$ cat src/rtl/byte_serial_add_seq.sv
// Byte-serial WIDTH-bit add/subtract sequencer that reuses one 8-bit ripple adder,
// processing one byte per cycle, LSB first, with valid/ready handshakes on both sides.

module fulladder_8bit (
    input  logic [7:0] i_a,
    input  logic [7:0] i_b,
    input  logic       i_cin,
    output logic [7:0] o_sum,
    output logic       o_cout
);
    // Ripple carry chain held in a block-local variable to keep it a simple chain.
    always_comb begin
        logic c;
        c     = i_cin;
        o_sum = '0;
        for (int i = 0; i < 8; i++) begin
            o_sum[i] = i_a[i] ^ i_b[i] ^ c;
            c        = (i_a[i] & i_b[i]) | (i_a[i] & c) | (i_b[i] & c);
        end
        o_cout = c;
    end
endmodule

module byte_serial_add_seq #(
    parameter int unsigned WIDTH = 32
) (
    input  logic             clk,
    input  logic             rst_n,
    input  logic             in_valid,
    output logic             in_ready,
    input  logic [WIDTH-1:0] a,
    input  logic [WIDTH-1:0] b,
    input  logic             sub,
    output logic             out_valid,
    input  logic             out_ready,
    output logic [WIDTH-1:0] sum,
    output logic             cout
);
    localparam int unsigned NBYTES = WIDTH / 8;
    localparam int unsigned IDXW   = (NBYTES > 1) ? $clog2(NBYTES) : 1;

    typedef enum logic [1:0] {
        IDLE = 2'd0,
        RUN  = 2'd1,
        DONE = 2'd2
    } state_t;

    state_t                        r_state, w_state_nxt;
    logic [IDXW-1:0]               r_idx, w_idx_nxt;
    logic [NBYTES-1:0][7:0]        r_a, w_a_nxt;
    logic [NBYTES-1:0][7:0]        r_b, w_b_nxt;
    logic [NBYTES-1:0][7:0]        r_sum, w_sum_nxt;
    logic                          r_carry, w_carry_nxt;
    logic                          r_cout, w_cout_nxt;
    logic                          r_in_ready, w_in_ready_nxt;
    logic                          r_out_valid, w_out_valid_nxt;

    logic [7:0]                    w_add_sum;
    logic                          w_add_cout;

    fulladder_8bit u_add (
        .i_a    (r_a[r_idx]),
        .i_b    (r_b[r_idx]),
        .i_cin  (r_carry),
        .o_sum  (w_add_sum),
        .o_cout (w_add_cout)
    );

    // State and datapath registers; reset discards any in-flight operation.
    always_ff @(posedge clk or negedge rst_n) begin
        if (!rst_n) begin
            r_state     <= IDLE;
            r_idx       <= '0;
            r_a         <= '0;
            r_b         <= '0;
            r_sum       <= '0;
            r_carry     <= 1'b0;
            r_cout      <= 1'b0;
            r_in_ready  <= 1'b1;
            r_out_valid <= 1'b0;
        end else begin
            r_state     <= w_state_nxt;
            r_idx       <= w_idx_nxt;
            r_a         <= w_a_nxt;
            r_b         <= w_b_nxt;
            r_sum       <= w_sum_nxt;
            r_carry     <= w_carry_nxt;
            r_cout      <= w_cout_nxt;
            r_in_ready  <= w_in_ready_nxt;
            r_out_valid <= w_out_valid_nxt;
        end
    end

    // Next-state and next-output logic; handshake flags are precomputed so they stay registered.
    always_comb begin
        w_state_nxt     = r_state;
        w_idx_nxt       = r_idx;
        w_a_nxt         = r_a;
        w_b_nxt         = r_b;
        w_sum_nxt       = r_sum;
        w_carry_nxt     = r_carry;
        w_cout_nxt      = r_cout;
        w_in_ready_nxt  = r_in_ready;
        w_out_valid_nxt = r_out_valid;

        case (r_state)
            IDLE: begin
                if (in_valid) begin
                    w_a_nxt        = a;
                    w_b_nxt        = sub ? ~b : b;
                    w_carry_nxt    = sub;
                    w_idx_nxt      = '0;
                    w_in_ready_nxt = 1'b0;
                    w_state_nxt    = RUN;
                end
            end
            RUN: begin
                w_sum_nxt[r_idx] = w_add_sum;
                w_carry_nxt      = w_add_cout;
                if (r_idx == IDXW'(NBYTES - 1)) begin
                    w_cout_nxt      = w_add_cout;
                    w_out_valid_nxt = 1'b1;
                    w_state_nxt     = DONE;
                end else begin
                    w_idx_nxt = r_idx + IDXW'(1);
                end
            end
            DONE: begin
                if (out_ready) begin
                    w_out_valid_nxt = 1'b0;
                    w_in_ready_nxt  = 1'b1;
                    w_state_nxt     = IDLE;
                end
            end
            default: begin
                w_state_nxt     = IDLE;
                w_in_ready_nxt  = 1'b1;
                w_out_valid_nxt = 1'b0;
            end
        endcase
    end

    assign in_ready  = r_in_ready;
    assign out_valid = r_out_valid;
    assign sum       = r_sum;
    assign cout      = r_cout;

endmodule

$ cat config.mk
export PLATFORM = sky130hd
export DESIGN_NAME = byte_serial_add_seq
export DESIGN_NICKNAME = d
export VERILOG_FILES = /design/src/rtl/byte_serial_add_seq.sv
export SDC_FILE = /design/constraint.sdc
export NUM_CORES = 1
export LEC_CHECK = 0
export BUFFER_PORTS_ARGS = -buffer_cell sky130_fd_sc_hd__buf_2
export CORE_ASPECT_RATIO = 0.75
export CORE_MARGIN = 2
export CORE_UTILIZATION = 45
export CTS_CLUSTER_DIAMETER = 30
export DETAILED_ROUTE_END_ITERATION = 8
export PLACE_DENSITY = 0.69
export SETUP_SLACK_MARGIN = 0.15
export SYNTH_ARGS = -nofsm -noshare
export SYNTH_HDL_FRONTEND = slang
export SYNTH_SLANG_ARGS = --single-unit
$ cat constraint.sdc
create_clock -name clk -period 6.05 [get_ports clk]
set_input_delay 1.21 -clock clk [delete_from_list [all_inputs] [get_ports clk]]
set_output_delay 1.21 -clock clk [all_outputs]
set_load 0.01 [all_outputs]
=== Word level (Yosys, flattened, before mapping) ===
Index checks and enable logic that the tools add are counted.

* Register bits: 104
* Input port bits: 69
* Output and inout port bits: 35
* Logic and storage cells: 120

* Add/subtract/negate cells: 1
* Order comparisons: 2
* Equality and inequality tests: 7
* Multiplexer cells: 23
* Bitwise operators: 59
* Reductions and logical operators: 10

{| class="wikitable"
|+ Operators with widths
! kind !! count
|-
| 8-bit binary-select mux with 2-bit select || 2
|-
| 32-bit bitwise mux || 1
|-
| 32-bit two-way mux || 1
|-
| 32-bit inverter || 1
|-
| 1-bit AND || 24
|-
| 8-bit two-way mux || 3
|-
| 8-bit demux with 2-bit select || 1
|-
| 1-bit bitwise OR || 16
|-
| 1-bit XOR || 16
|-
| 3-bit AND reduction || 4
|-
| 2-bit two-way mux || 5
|-
| 2-bit inequality test (second input constant) || 4
|-
| 1-bit case mux with 3 select lines || 2
|-
| 2-bit case mux with 3 select lines || 1
|-
| 2-bit AND reduction || 3
|-
| 1-bit two-way mux || 5
|-
| 2-bit equality test (second input constant) || 2
|-
| 2-bit case mux with 2 select lines || 1
|-
| 2-bit by 3-bit less-than comparator with 1-bit output (second input constant) || 1
|-
| 2-bit by 1-bit adder with 2-bit output (second input constant) || 1
|-
| 2-bit by 1-bit equality test with 1-bit output (second input constant) || 1
|-
| 2-bit by 1-bit greater-or-equal comparator with 1-bit output (second input constant) || 1
|-
| 2-bit logical NOT || 1
|-
| 1-bit inverter || 2
|-
| 3 further kinds || 3
|}

=== Longest topological paths before layout ===
Gate-level depths: netlist (run 1).

* Depth in word-level cells: 27
* Depth in mapped cells: 15
* Depth with buffers taken out: 13

=== Hierarchy ===
A second synthesis (run 1) with hierarchy kept.

* Cells, all modules: 359
* Area total of the unflattened synthesis: 4878.4 µm²

{| class="wikitable"
|+ Modules (own cells, without submodules)
! module !! instances !! cells an instance !! area an instance (µm²) !! sequential area each (µm²)
|-
| byte_serial_add_seq || 1 || 341 || 4680.7 || 2603.7
|-
| fulladder_8bit || 1 || 18 || 197.7 || 0.0
|}

=== Worst setup path after synthesis (run 1) ===
Ideal clock, no wire load.

* Kind: flip-flop to flip-flop
* Start: register r_idx[0]
* End: register r_sum (netlist bit sum[15])
* Library setup time: 0.084 ns
* Arrival time: 4.638 ns
* Data required time: 5.966 ns
* Path slack: 1.328 ns
* Stages on the path, launching flop included: 14
* Path buffers: 2
* Period minus slack after synthesis: 4.722 ns
* Cell sequence: dfrtp_1 -> buf_4 -> buf_4 -> mux4_2 -> fa_1 -> fa_1 -> fa_1 -> fa_1 -> fa_1 -> fa_1 -> fa_1 -> inv_1 -> fa_1 -> o21ai_0

* Cells in the longest elaborated chain, start to end: 25
* Elaborated cells between the ends (all ways): 47
* Classes of those cells: order compare (2); mux (7); bitwise (37); reduce/logical (1)

{| class="wikitable"
|+ Ends and longest elaborated chain
! item !! RTL line !! text
|-
| start, declared || 49 || <nowiki>logic [IDXW-1:0] r_idx, w_idx_nxt;</nowiki>
|-
| start signal, assigned || 83 || <nowiki>r_idx <= w_idx_nxt;</nowiki>
|-
| 8-bit binary-select mux with 2-bit select, on equally long branches || 62, 63 ||
|-
| 8-bit two-way mux, on equally long branches || 62, 63 ||
|-
| 1-bit AND || 18 || <nowiki>c = (i_a[i] & i_b[i]) | (i_a[i] & c) | (i_b[i] & c);</nowiki>
|-
| 1-bit bitwise OR (2 in a row) || 18 ||
|-
| 1-bit AND || 18 ||
|-
| 1-bit bitwise OR (2 in a row) || 18 ||
|-
| 1-bit AND || 18 ||
|-
| 1-bit bitwise OR (2 in a row) || 18 ||
|-
| (+3 left out) || n/a ||
|-
| 1-bit AND || 18 ||
|-
| 1-bit bitwise OR (2 in a row) || 18 ||
|-
| 1-bit AND || 18 ||
|-
| 1-bit bitwise OR (2 in a row) || 18 ||
|-
| 1-bit AND || 18 ||
|-
| 1-bit bitwise OR (2 in a row) || 18 ||
|-
| 1-bit XOR || 17 || <nowiki>o_sum[i] = i_a[i] ^ i_b[i] ^ c;</nowiki>
|-
| 32-bit bitwise mux (*) || 118 || <nowiki>w_sum_nxt[r_idx] = w_add_sum;</nowiki>
|-
| end signal, assigned || 86 || <nowiki>r_sum <= w_sum_nxt;</nowiki>
|-
| end, declared || 52 || <nowiki>logic [NBYTES-1:0][7:0] r_sum, w_sum_nxt;</nowiki>
|}

Every way passes the cells marked *; elsewhere a longest branch is shown, timed or not. The select of a mux whose other input is x is not followed.
A chain may end at the register's enable or synchronous reset.

=== Worst setup path in the final report (run 1) ===
* Start: register r_idx[0]
* End: register r_sum (netlist bit sum[31])

Same word-level chain as after synthesis.

==> summary.txt, run 1 <==
Drt
  • Detailed Route WL: 10100 um
  • Vias: just over 3000
  • Drt pass-1 iters: 4
  • Vias/cell: about 5.2
  • Initial DRC Count: 198
  • DR WL/cell: 17.2 um
  • DRC violations left: 0
  • Antenna Nets Post-Route: 0

GRT
  • Global route overflow: 0
  • Vias in the first global route: 3160
  • Antenna violations before repair: 0
  • Tot GR Track Use: 0.187
  • First-pass GRT wire length: 16000 um
  • Largest net degree at the start of global routing: 71

Die
  • IO Count: 104
  • FP Rows: 32
  • Die width: 124 um
  • Initial Util: 0.465
  • Core Box Area: 0.0104 mm^2
  • DIE AREA: 0.0116 mm^2
  • Die Height: 93.7 um

Timing
  • Tcrit/Tclk final: 0.796
  • RSZ-0062 raised after global routing: no
  • Final hold violations: 0
  • Final setup violating endpoints: 0
  • Setup TNS: 0 ns
  • Worst-Margin Slew: 0.909 ns
  • Highest clock rate: around 0.21 GHz
  • Normalized max-slew margin: 0.394
  • Tmin final: 4.81 ns
  • Slew Limit Fails: 0
  • Clock Skews: 0.00834 ns

Setup path
  • Crit. End Element: flip-flop
  • FF-to-FF path depth: 11
  • Crit path required time: 6.29 ns
  • Worst setup SP type: flip-flop
  • Crit Reg-Reg Startpoint: r_idx[0]
  • Worst setup path class: reg -> reg
  • Reg2reg setup slack: 1.24 ns
  • Max FO, Critical Path: 7
  • Crit Reg-Reg Endpoint: sum[31]
  • Data arrival, critical path: 5.06 ns

Hold path
  • Hold path cells: 1
  • Worst Hold Launch: sum[3]
  • Hold Crit Endpoint: sum[3]
  • Hold Path Class: reg -> reg

Cells and area
  • Area delta synth->final: 18.6%
  • Fraction of layout instances using a drive strength above 1: 0.468
  • Layout Cells excl Fill: 589
  • Ant. Diodes: 0
  • Layout Nets: 530

Clocking
  • Clock Latency Late Sink: 0.34 ns
  • TritonCTS Buffers: 9
  • Clock Pin Slew Worst Setup and Hold Paths: roughly 0.07 ns
  • Postcts setup bufs: 0
  • Clk buf depth: 2
  • Root buffer cell: clkbuf_16
  • Clk sinks: about 100
  • H-tree depth: 3
  • Post-CTS resize count: 0
  • CTS tree: built
  • Hold Buf Count CTS: 0

Placement
  • HPWL after DPL: 7520 um
  • I/O Buffers: 103
  • Final estimated routing congestion in global placement: roughly 0.79
  • Placed insts: 574

Synthesis
  • Synth cell count leaders: dfrtp_1, mux2_2, nor2_1, xnor2_1, a21oi_1
  • Post-synthesis sequential area ratio: 0.540
  • Synth async-reset ratio: 1.00
  • Yosys top cell area share: 0.534
  • Most common cell in the synthesized netlist: dfrtp_1
  • EDFF count, synth: 0
  • Post-Syn Nets: 433
  • Mapped Area: 0.00482 mm^2
  • Post-synthesis cell type count: 25
  • Syn avg cell area: 13.7 um^2
  • Area leader, netlist: dfrtp_1
  • Post-Synthesis Cells: 352
  • FF+latch count, synth: 104
  • Synth warn: 0
  • Dominant synthesized flop cell: dfrtp_1
  • Synth area leaders: dfrtp_1, mux2_2, mux4_2

Power
  • Leakage: 2.50 nW
  • PwrDens: 632 mW/mm^2
  • VDD IR max: 308 uV

Job
  • Max-cap viol count: 0

Outcome
  • Status: completed
## placed cells by master, fill, tap and decap left out, drive strengths merged, types with 8 or more instances in the layout
cell | synthesis | layout
dfrtp | 103 | 103
a21oi | 36 | 36
clkbuf | 1 | 13
buf | 21 | 108
nor2 | 35 | 35
mux4 | 16 | 16
xnor2 | 32 | 32
fa | 8 | 8
mux2 | 61 | 61
nand2 | 9 | 9
## flip-flops by register name (all words and copies together), names as in the netlist
name / flops
out_valid: 1
r_carry: 1
r_b: 32
sum: 32
r_idx: 2
r_state: 2
r_a: 32
cout: 1
in_ready: 1
## stage by stage
step | total power [mW] | hold slack, ns | utilization | instance area (um^2) | setup WS, ns
after floorplan | 2.51 | 0.475 | - | 4820 | 1.33
after global placement | 2.97 | 0.482 | 0.522 | 5410 | 1.37
after detailed placement | 3.05 | 0.489 | 0.522 | 5410 | 1.24
after CTS | 3.65 | 0.503 | 0.552 | 5720 | 1.22
after global routing | 3.90 | 0.511 | 0.552 | 5720 | 1.01
final | 3.62 | 0.499 | 0.552 | 5720 | 1.24
## logic make-up (layout without fill, tap and decap cells)
kind of cell             count (synthesis)  count (layout)  share of synthesized area
multiplexers                            77              77                      0.217
adder cells (fa/ha/maj)                 12              12                     0.0436
AND/OR/NAND/NOR                         52              52                     0.0503
XOR/XNOR                                32              32                     0.0581
AO/OA/AOI/OAI                           47              47                     0.0578
buffers and inverters                   28             129                     0.0332
flip-flops                             104             104                      0.540
## worst max-delay path, cell delays in order, from the launching register on
cell,delay [ns]
dfrtp_1,0.59
mux4_2,0.59
fa_1,0.45
fa_1,0.40
fa_1,0.41
fa_1,0.41
fa_1,0.40
fa_1,0.39
fa_1,0.37
inv_1,0.08
fa_1,0.45
o21ai_0,0.19
## power breakdown
group	internal (mW)	total, mW	switching [mW]
Clock	0.353	0.595	0.242
Combinational	0.886	1.73	0.848
Sequential	1.06	1.29	0.226
Total	2.30	3.62	1.32
## layout make-up
type | count | area [um^2]
Fill cell | 883 | 4650
Sequential cell | 104 | 2600
Multi-Input combinational cell | 220 | 2060
Timing Repair Buffer | 108 | 556
Clock buffer | 13 | 270
Tap cell | 136 | 170
Clock inverter | 2 | 37.5
Inverter | 6 | 22.5
## worst max path at each step
stage	start	end	slack, ns	cells after the start
floorplan	r_idx[0]	sum[15]	1.33	13
global placement	r_idx[0]	sum[31]	1.37	11
detailed placement	r_idx[0]	sum[31]	1.24	11
CTS	r_idx[0]	sum[31]	1.22	11
global route	r_idx[0]	sum[15]	1.01	11
finish	r_idx[0]	sum[31]	1.24	11
## metal layers
layer,track usage,routed length [um],up-vias
li1,-,-,1408
met1,0.259,4660,1520
met2,0.281,4560,98
met3,0.0601,736,15
met4,0.0616,176,0
met5,0,0,-
No activity file was read; power rests on OpenSTA's default activity.
==> run 2: changes to the inputs <==
--- a/config.mk
+++ b/config.mk
@@ -5,6 +5,7 @@
 export SDC_FILE = /design/constraint.sdc
 export NUM_CORES = 1
 export LEC_CHECK = 0
+export ABC_AREA = 1
 export BUFFER_PORTS_ARGS = -buffer_cell sky130_fd_sc_hd__buf_2
 export CORE_ASPECT_RATIO = 0.75
 export CORE_MARGIN = 2
==> constraint.sdc (replaced) <==
create_clock -name clk -period 4.69 [get_ports clk]
set_input_delay 0.938 -clock clk [delete_from_list [all_inputs] [get_ports clk]]
set_output_delay 0.938 -clock clk [all_outputs]
set_load 0.01 [all_outputs]
==> run 2 against run 1 <==
Utilization down 0.63 points. Count of clock-buffer cells in the layout is the same. Via count up 35%. Clock skew is 0.0025 ns lower. Sequential power increased by 24%. Register-to-register slack got worse by 0.93 ns. Die area is 4.7% higher. Fmax increased by 9.8%. Highest routed layer unchanged.
==> summary.txt, run 2 <==
GRT
  • Tot GR Track Use: 0.201
  • Antenna violations before repair: 0
  • Global route overflow: 0
  • Largest net degree at the start of global routing: 73
  • First-pass GRT wire length: 19100 um
  • Vias in the first global route: 3917

Clocking
  • Clk buf depth: 2
  • H-tree depth: 3
  • CTS tree: built
  • Clock Pin Slew Worst Setup and Hold Paths: 0.07 ns
  • Root buffer cell: clkbuf_16
  • Clock Latency Late Sink: between 0.3 and 0.4 ns
  • TritonCTS Buffers: 9
  • Hold Buf Count CTS: 0
  • Clk sinks: between 100 and 150

Synthesis
  • EDFF count, synth: 0
  • Post-synthesis cell type count: 22
  • FF+latch count, synth: 104
  • Yosys top cell area share: 0.509
  • Synth cell count leaders: nand2_1, dfrtp_1, inv_1, o21ai_1, xor2_1
  • Post-Synthesis Cells: 596
  • Synth area leaders: dfrtp_1, nand2_1, xor2_1
  • Synth warn: 0
  • Syn avg cell area: 8.49 um^2
  • Post-Syn Nets: between 600 and 700
  • Synth async-reset ratio: 1.00
  • Most common cell in the synthesized netlist: nand2_1
  • Post-synthesis sequential area ratio: 0.515
  • Area leader, netlist: dfrtp_1
  • Mapped Area: between 0.005 and 0.006 mm^2
  • Dominant synthesized flop cell: dfrtp_1

Timing
  • Setup TNS: 0 ns
  • Final setup violating endpoints: 0
  • Normalized max-slew margin: 0.380
  • Final hold violations: 0
  • Worst-Margin Slew: 0.930 ns
  • Slew Limit Fails: 0
  • Highest clock rate: 0.228 GHz
  • Setup slack after layout: 0.305 ns
  • Clock Skews: just under 0.006 ns
  • Tmin final: 4.39 ns
  • Hold_ws: 0.470 ns
  • RSZ-0062 raised after global routing: no
  • Tcrit/Tclk final: 0.935

Die
  • Core Box Area: 0.0109 mm^2
  • Die Height: 95.8 um
  • IO Count: approximately 100
  • FP Rows: 33
  • DIE AREA: 0.0121 mm^2
  • Initial Util: 0.462
  • Die width: about 130 um

Setup path
  • Crit. End Element: flip-flop
  • Worst setup SP type: flip-flop
  • CP endpoint: sum[7]
  • Max FO, Critical Path: 8
  • Reg2reg setup slack: 0.30 ns
  • Data arrival, critical path: approximately 4.7 ns
  • Crit path required time: approximately 5.0 ns
  • FF-to-FF path depth: 15
  • Worst Setup SP: r_idx[0]
  • Crit Reg-Reg Endpoint: sum[7]
  • Crit Reg-Reg Startpoint: r_idx[0]
  • Worst setup path class: reg -> reg

Drt
  • Vias: around 4100
  • Drt pass-1 iters: 5
  • DR WL/cell: 14.0 um
  • DRC violations left: 0
  • Antenna Nets Post-Route: 0
  • Initial DRC Count: 297
  • Vias/cell: roughly 4.9
  • Detailed Route WL: about 12000 um

Placement
  • Cell Area, Placed: 0.00562 mm^2
  • HPWL after DPL: 8270 um
  • Final estimated routing congestion in global placement: 0.812
  • Placed insts: 817
  • Pre-CTS WS: 0.202 ns
  • I/O Buffers: 103

Cells and area
  • Fraction of layout instances using a drive strength above 1: 0.211
  • Layout Nets: 777
  • Post-Route Utilization: 0.545
  • Commonest cells after routing, fill and taps aside: nand2_1, dfrtp_1, buf_2
  • Commonest non-fill, non-tap cell in the layout: nand2_1
  • Layout Cells excl Fill: 841
  • Ant. Diodes: 0
  • Area delta synth->final: 17.9%
  • Design Area, Final: 0.00597 mm^2

Job
  • Max-cap viol count: 0

Power
  • PwrDens: around 770 mW/mm^2
  • Overall power: roughly 4.6 mW
  • Leakage: 3.32 nW
  • VDD IR max: around 370 uV

Hold path
  • Hold path cells: 2
  • Hold Path Class: reg -> reg

Outcome
  • Status: completed
run 2: cell count changes in the layout (fill, tap and decap cells not counted), sizes merged, moves of 28 or more:
cell    delta
nand2    +289
mux2      -61
nor2      -33
xnor2     -32
a21oi     -36
xor2      +32
inv       +37
o211ai    +28
run 2: where the power goes:
| group | total, mW | internal, mW | switching (mW) | leakage [nW] |
|---|---|---|---|---|
| Clock | 0.685 | 0.373 | 0.312 | 0.130 |
| Combinational | 2.33 | 0.809 | 1.52 | 1.89 |
| Sequential | 1.60 | 1.34 | 0.259 | 1.29 |
| Total | 4.61 | 2.52 | 2.09 | 3.32 |
run 2: metal layers:
layer,GRT usage,wire [um],up-vias
met4,0.0632,188,0
met5,0,0,-
met1,0.283,5650,1906
met3,0.0584,781,18
li1,-,-,2045
met2,0.303,5120,126
run 2: how the worst min path moves through the flow:
stage                        start        to  slack, ns
after floorplan             r_a[0]    r_a[0]       0.45
after global placement    in_ready  in_ready       0.46
after detailed placement  in_ready  in_ready       0.46
after CTS                 in_ready  in_ready       0.47
after global routing        r_a[8]    r_a[8]       0.50
final                     in_ready  in_ready       0.47
run 2: worst max-delay path, cell delays in order (launching register included):
cell and delay (ns):
dfrtp_1 0.41, clkinv_4 0.09, clkbuf_4 0.18, nand2_1 0.06, o211ai_1 0.08, nand2_1 0.11, fa_2 0.40, fa_2 0.36
fa_1 0.39, fa_1 0.39, fa_1 0.39, fa_1 0.39, fa_1 0.36, inv_1 0.08, fa_2 0.47, o21ai_1 0.15
run 2: cell families (layout without fill, tap and decap cells):
kind of cell	count (synthesis)	in the layout	synth area share
buf+inv	76	181	0.0734
flops	104	104	0.515
xor+xnor	32	32	0.0554
simple gates	311	311	0.241
compound gates	61	61	0.0742
fa+ha+maj	12	12	0.0415
run 2: timing repair:
item,CTS,global route
gates resized for setup,0,8
endpoints found under the setup margin,0,5
buffers inserted,0,8
run 2: cell type report:
class	count	area (um^2)
multi-input combinational	416	2100
clock inverter	3	17.5
tap	140	175
timing repair buffer	120	646
fill	1043	4980
clock buffer	13	250
sequential	104	2610
inverter	45	176
==> run 3: changes to the inputs <==
--- a/config.mk
+++ b/config.mk
@@ -7,12 +7,13 @@
 export LEC_CHECK = 0
 export ABC_AREA = 1
 export BUFFER_PORTS_ARGS = -buffer_cell sky130_fd_sc_hd__buf_2
-export CORE_ASPECT_RATIO = 0.75
+export CORE_ASPECT_RATIO = 1.25
 export CORE_MARGIN = 2
-export CORE_UTILIZATION = 45
+export CORE_UTILIZATION = 30
 export CTS_CLUSTER_DIAMETER = 30
+export CTS_CLUSTER_SIZE = 20
 export DETAILED_ROUTE_END_ITERATION = 8
-export PLACE_DENSITY = 0.69
+export PLACE_DENSITY = 0.5
 export SETUP_SLACK_MARGIN = 0.15
 export SYNTH_ARGS = -nofsm -noshare
 export SYNTH_HDL_FRONTEND = slang
==> run 3 against run 2 <==
Die area up 48%. Critical endpoint is now sum[31]. Largest cell class unchanged. Total power down 0.26%. Fmax up 1.4%. Via count down 2.2%. Critical path depth down 2. Cell count up 9.2%.
==> summary.txt, run 3 (same netlist as run 2, synthesis figures left out) <==
Clocking
  • H-tree depth: 3
  • Clock Latency Late Sink: 0.34 ns
  • Clock Pin Slew Worst Setup and Hold Paths: 0.07 ns
  • TritonCTS Buffers: 9
  • Clk sinks: 104
  • Root buffer cell: clkbuf_16
  • Clk buf depth: 2
  • CTS tree: built

Cells and area
  • Fraction of layout instances using a drive strength above 1: 0.209
  • Layout Nets: 774
  • Ant. Diodes: 0
  • Commonest cells after routing, fill and taps aside: nand2_1, dfrtp_1, buf_2
  • Area delta synth->final: 20.1%
  • Design Area, Final: around 0.006 mm^2
  • Layout Cells excl Fill: 918
  • Commonest non-fill, non-tap cell in the layout: nand2_1

Setup path
  • Crit. End Element: flip-flop
  • Data arrival, critical path: around 4.6 ns
  • Worst setup SP type: flip-flop
  • Crit Reg-Reg Endpoint: sum[31]
  • Reg2reg setup slack: between 0.3 and 0.4 ns
  • Max FO, Critical Path: 8
  • FF-to-FF path depth: 13
  • Worst setup path class: reg -> reg
  • Crit path required time: a little under 5 ns
  • Crit Reg-Reg Startpoint: r_idx[0]

GRT
  • Global route overflow: 0
  • First-pass GRT wire length: 19400 um
  • Tot GR Track Use: 0.138
  • Vias in the first global route: 3894
  • Antenna violations before repair: 0
  • Largest net degree at the start of global routing: 72

Hold path
  • Hold Path Class: reg -> reg
  • Hold path cells: 2
  • Worst Hold Launch: in_ready
  • Hold Crit Endpoint: in_ready

Outcome
  • Status: completed

Drt
  • Vias/cell: 4.36
  • DRC violations left: 0
  • Drt pass-1 iters: 4
  • Detailed Route WL: between 10000 and 15000 um
  • Initial DRC Count: 238
  • DR WL/cell: 13.0 um
  • Vias: 4003
  • Antenna Nets Post-Route: 0

Die
  • DIE AREA: 0.0179 mm^2
  • Core Box Area: 0.0166 mm^2
  • FP Rows: 53
  • IO Count: 104
  • Die width: around 120 um
  • Initial Util: 0.304
  • Die Height: 149 um

Placement
  • I/O Buffers: 103
  • Cell Area, Placed: 0.00571 mm^2
  • Final estimated routing congestion in global placement: a little under 0.8
  • Placed insts: 896
  • HPWL after DPL: 8730 um

Power
  • Psw: 2.01 mW
  • Switching fraction of total power: 0.438
  • Leakage: between 3 and 4 nW
  • PwrDens: approximately 760 mW/mm^2
  • Comb pwr share: 0.489
  • Internal cell power: 2.58 mW
  • Power share of the sequential group: 0.348
  • Clk pwr share: 0.164
  • VDD IR max: 247 uV

Timing
  • Setup TNS: 0 ns
  • Slew Limit Fails: 0
  • Clock Skews: around 0.0094 ns
  • RSZ-0062 raised after global routing: no
  • Worst-Margin Slew: 0.926 ns
  • Tmin final: 4.32 ns
  • Final hold violations: 0
  • Highest clock rate: approximately 0.23 GHz
  • Tcrit/Tclk final: 0.922
  • Final setup violating endpoints: 0
  • Normalized max-slew margin: 0.383

Job
  • Max-cap viol count: 0
run 3: layout make-up:
type | count | area, um^2
Clock buffer | 11 | 243
Timing Repair inverter | 1 | 6.26
Fill cell | 1769 | 10600
Multi-Input combinational cell | 416 | 2090
Timing Repair Buffer | 116 | 619
Clock inverter | 5 | 56.3
Sequential cell | 104 | 2610
Tap cell | 220 | 275
Inverter | 45 | 180
run 3: what timing repair did:
| action | in CTS | in global routing |
|---|---|---|
| gates resized for setup | 0 | 9 |
| setup endpoints to repair | 0 | 5 |
| buffers inserted | 0 | 5 |
| hold buffers | 0 | 0 |
run 3: per-stage QoR:
stage	hold slack (ns)	utilization	power, mW	setup WS [ns]
2_1_floorplan	0.449	-	3.13	0.217
5_1_grt	0.506	0.365	5.06	0.166
6_report	0.468	0.365	4.60	0.367
3_5_place_dp	0.461	0.343	3.86	0.227
3_3_place_gp	0.463	0.343	3.81	0.290
4_1_cts	0.471	0.361	4.62	0.180
run 3: how the worst max path moves through the flow:
stage | from | end | slack (ns) | depth (start not counted)
6_report | r_idx[0] | sum[31] | 0.37 | 13
5_1_grt | r_idx[0] | sum[31] | 0.17 | 13
4_1_cts | r_idx[1] | sum[31] | 0.18 | 13
3_5_place_dp | r_idx[0] | sum[31] | 0.23 | 14
3_3_place_gp | r_idx[0] | sum[31] | 0.29 | 14
2_1_floorplan | r_idx[1] | sum[15] | 0.22 | 15
run 3: per-layer routing:
metal	up-vias	track usage	wire length [um]
met5	-	0	0
met4	0	0.0447	167
met3	14	0.0256	602
met2	102	0.223	5460
met1	1852	0.186	5710
li1	2035	-	-
run 3: power groups by stage:
stage	clock [mW]	sequential, mW	combinational (mW)
floorplan	0	1.60	1.52
global placement	0	1.60	2.21
detailed placement	0	1.60	2.25
CTS	0.773	1.59	2.26
global route	0.810	1.65	2.60
finish	0.752	1.60	2.25
run 3: critical path, stage by stage (launching register included):
cell	delay, ns
dfrtp_2	0.43
clkinv_4	0.10
o211ai_1	0.17
nand2_1	0.11
fa_1	0.45
fa_1	0.39
fa_1	0.39
fa_2	0.36
fa_1	0.39
fa_2	0.36
fa_1	0.37
inv_1	0.09
fa_1	0.47
o21ai_1	0.15
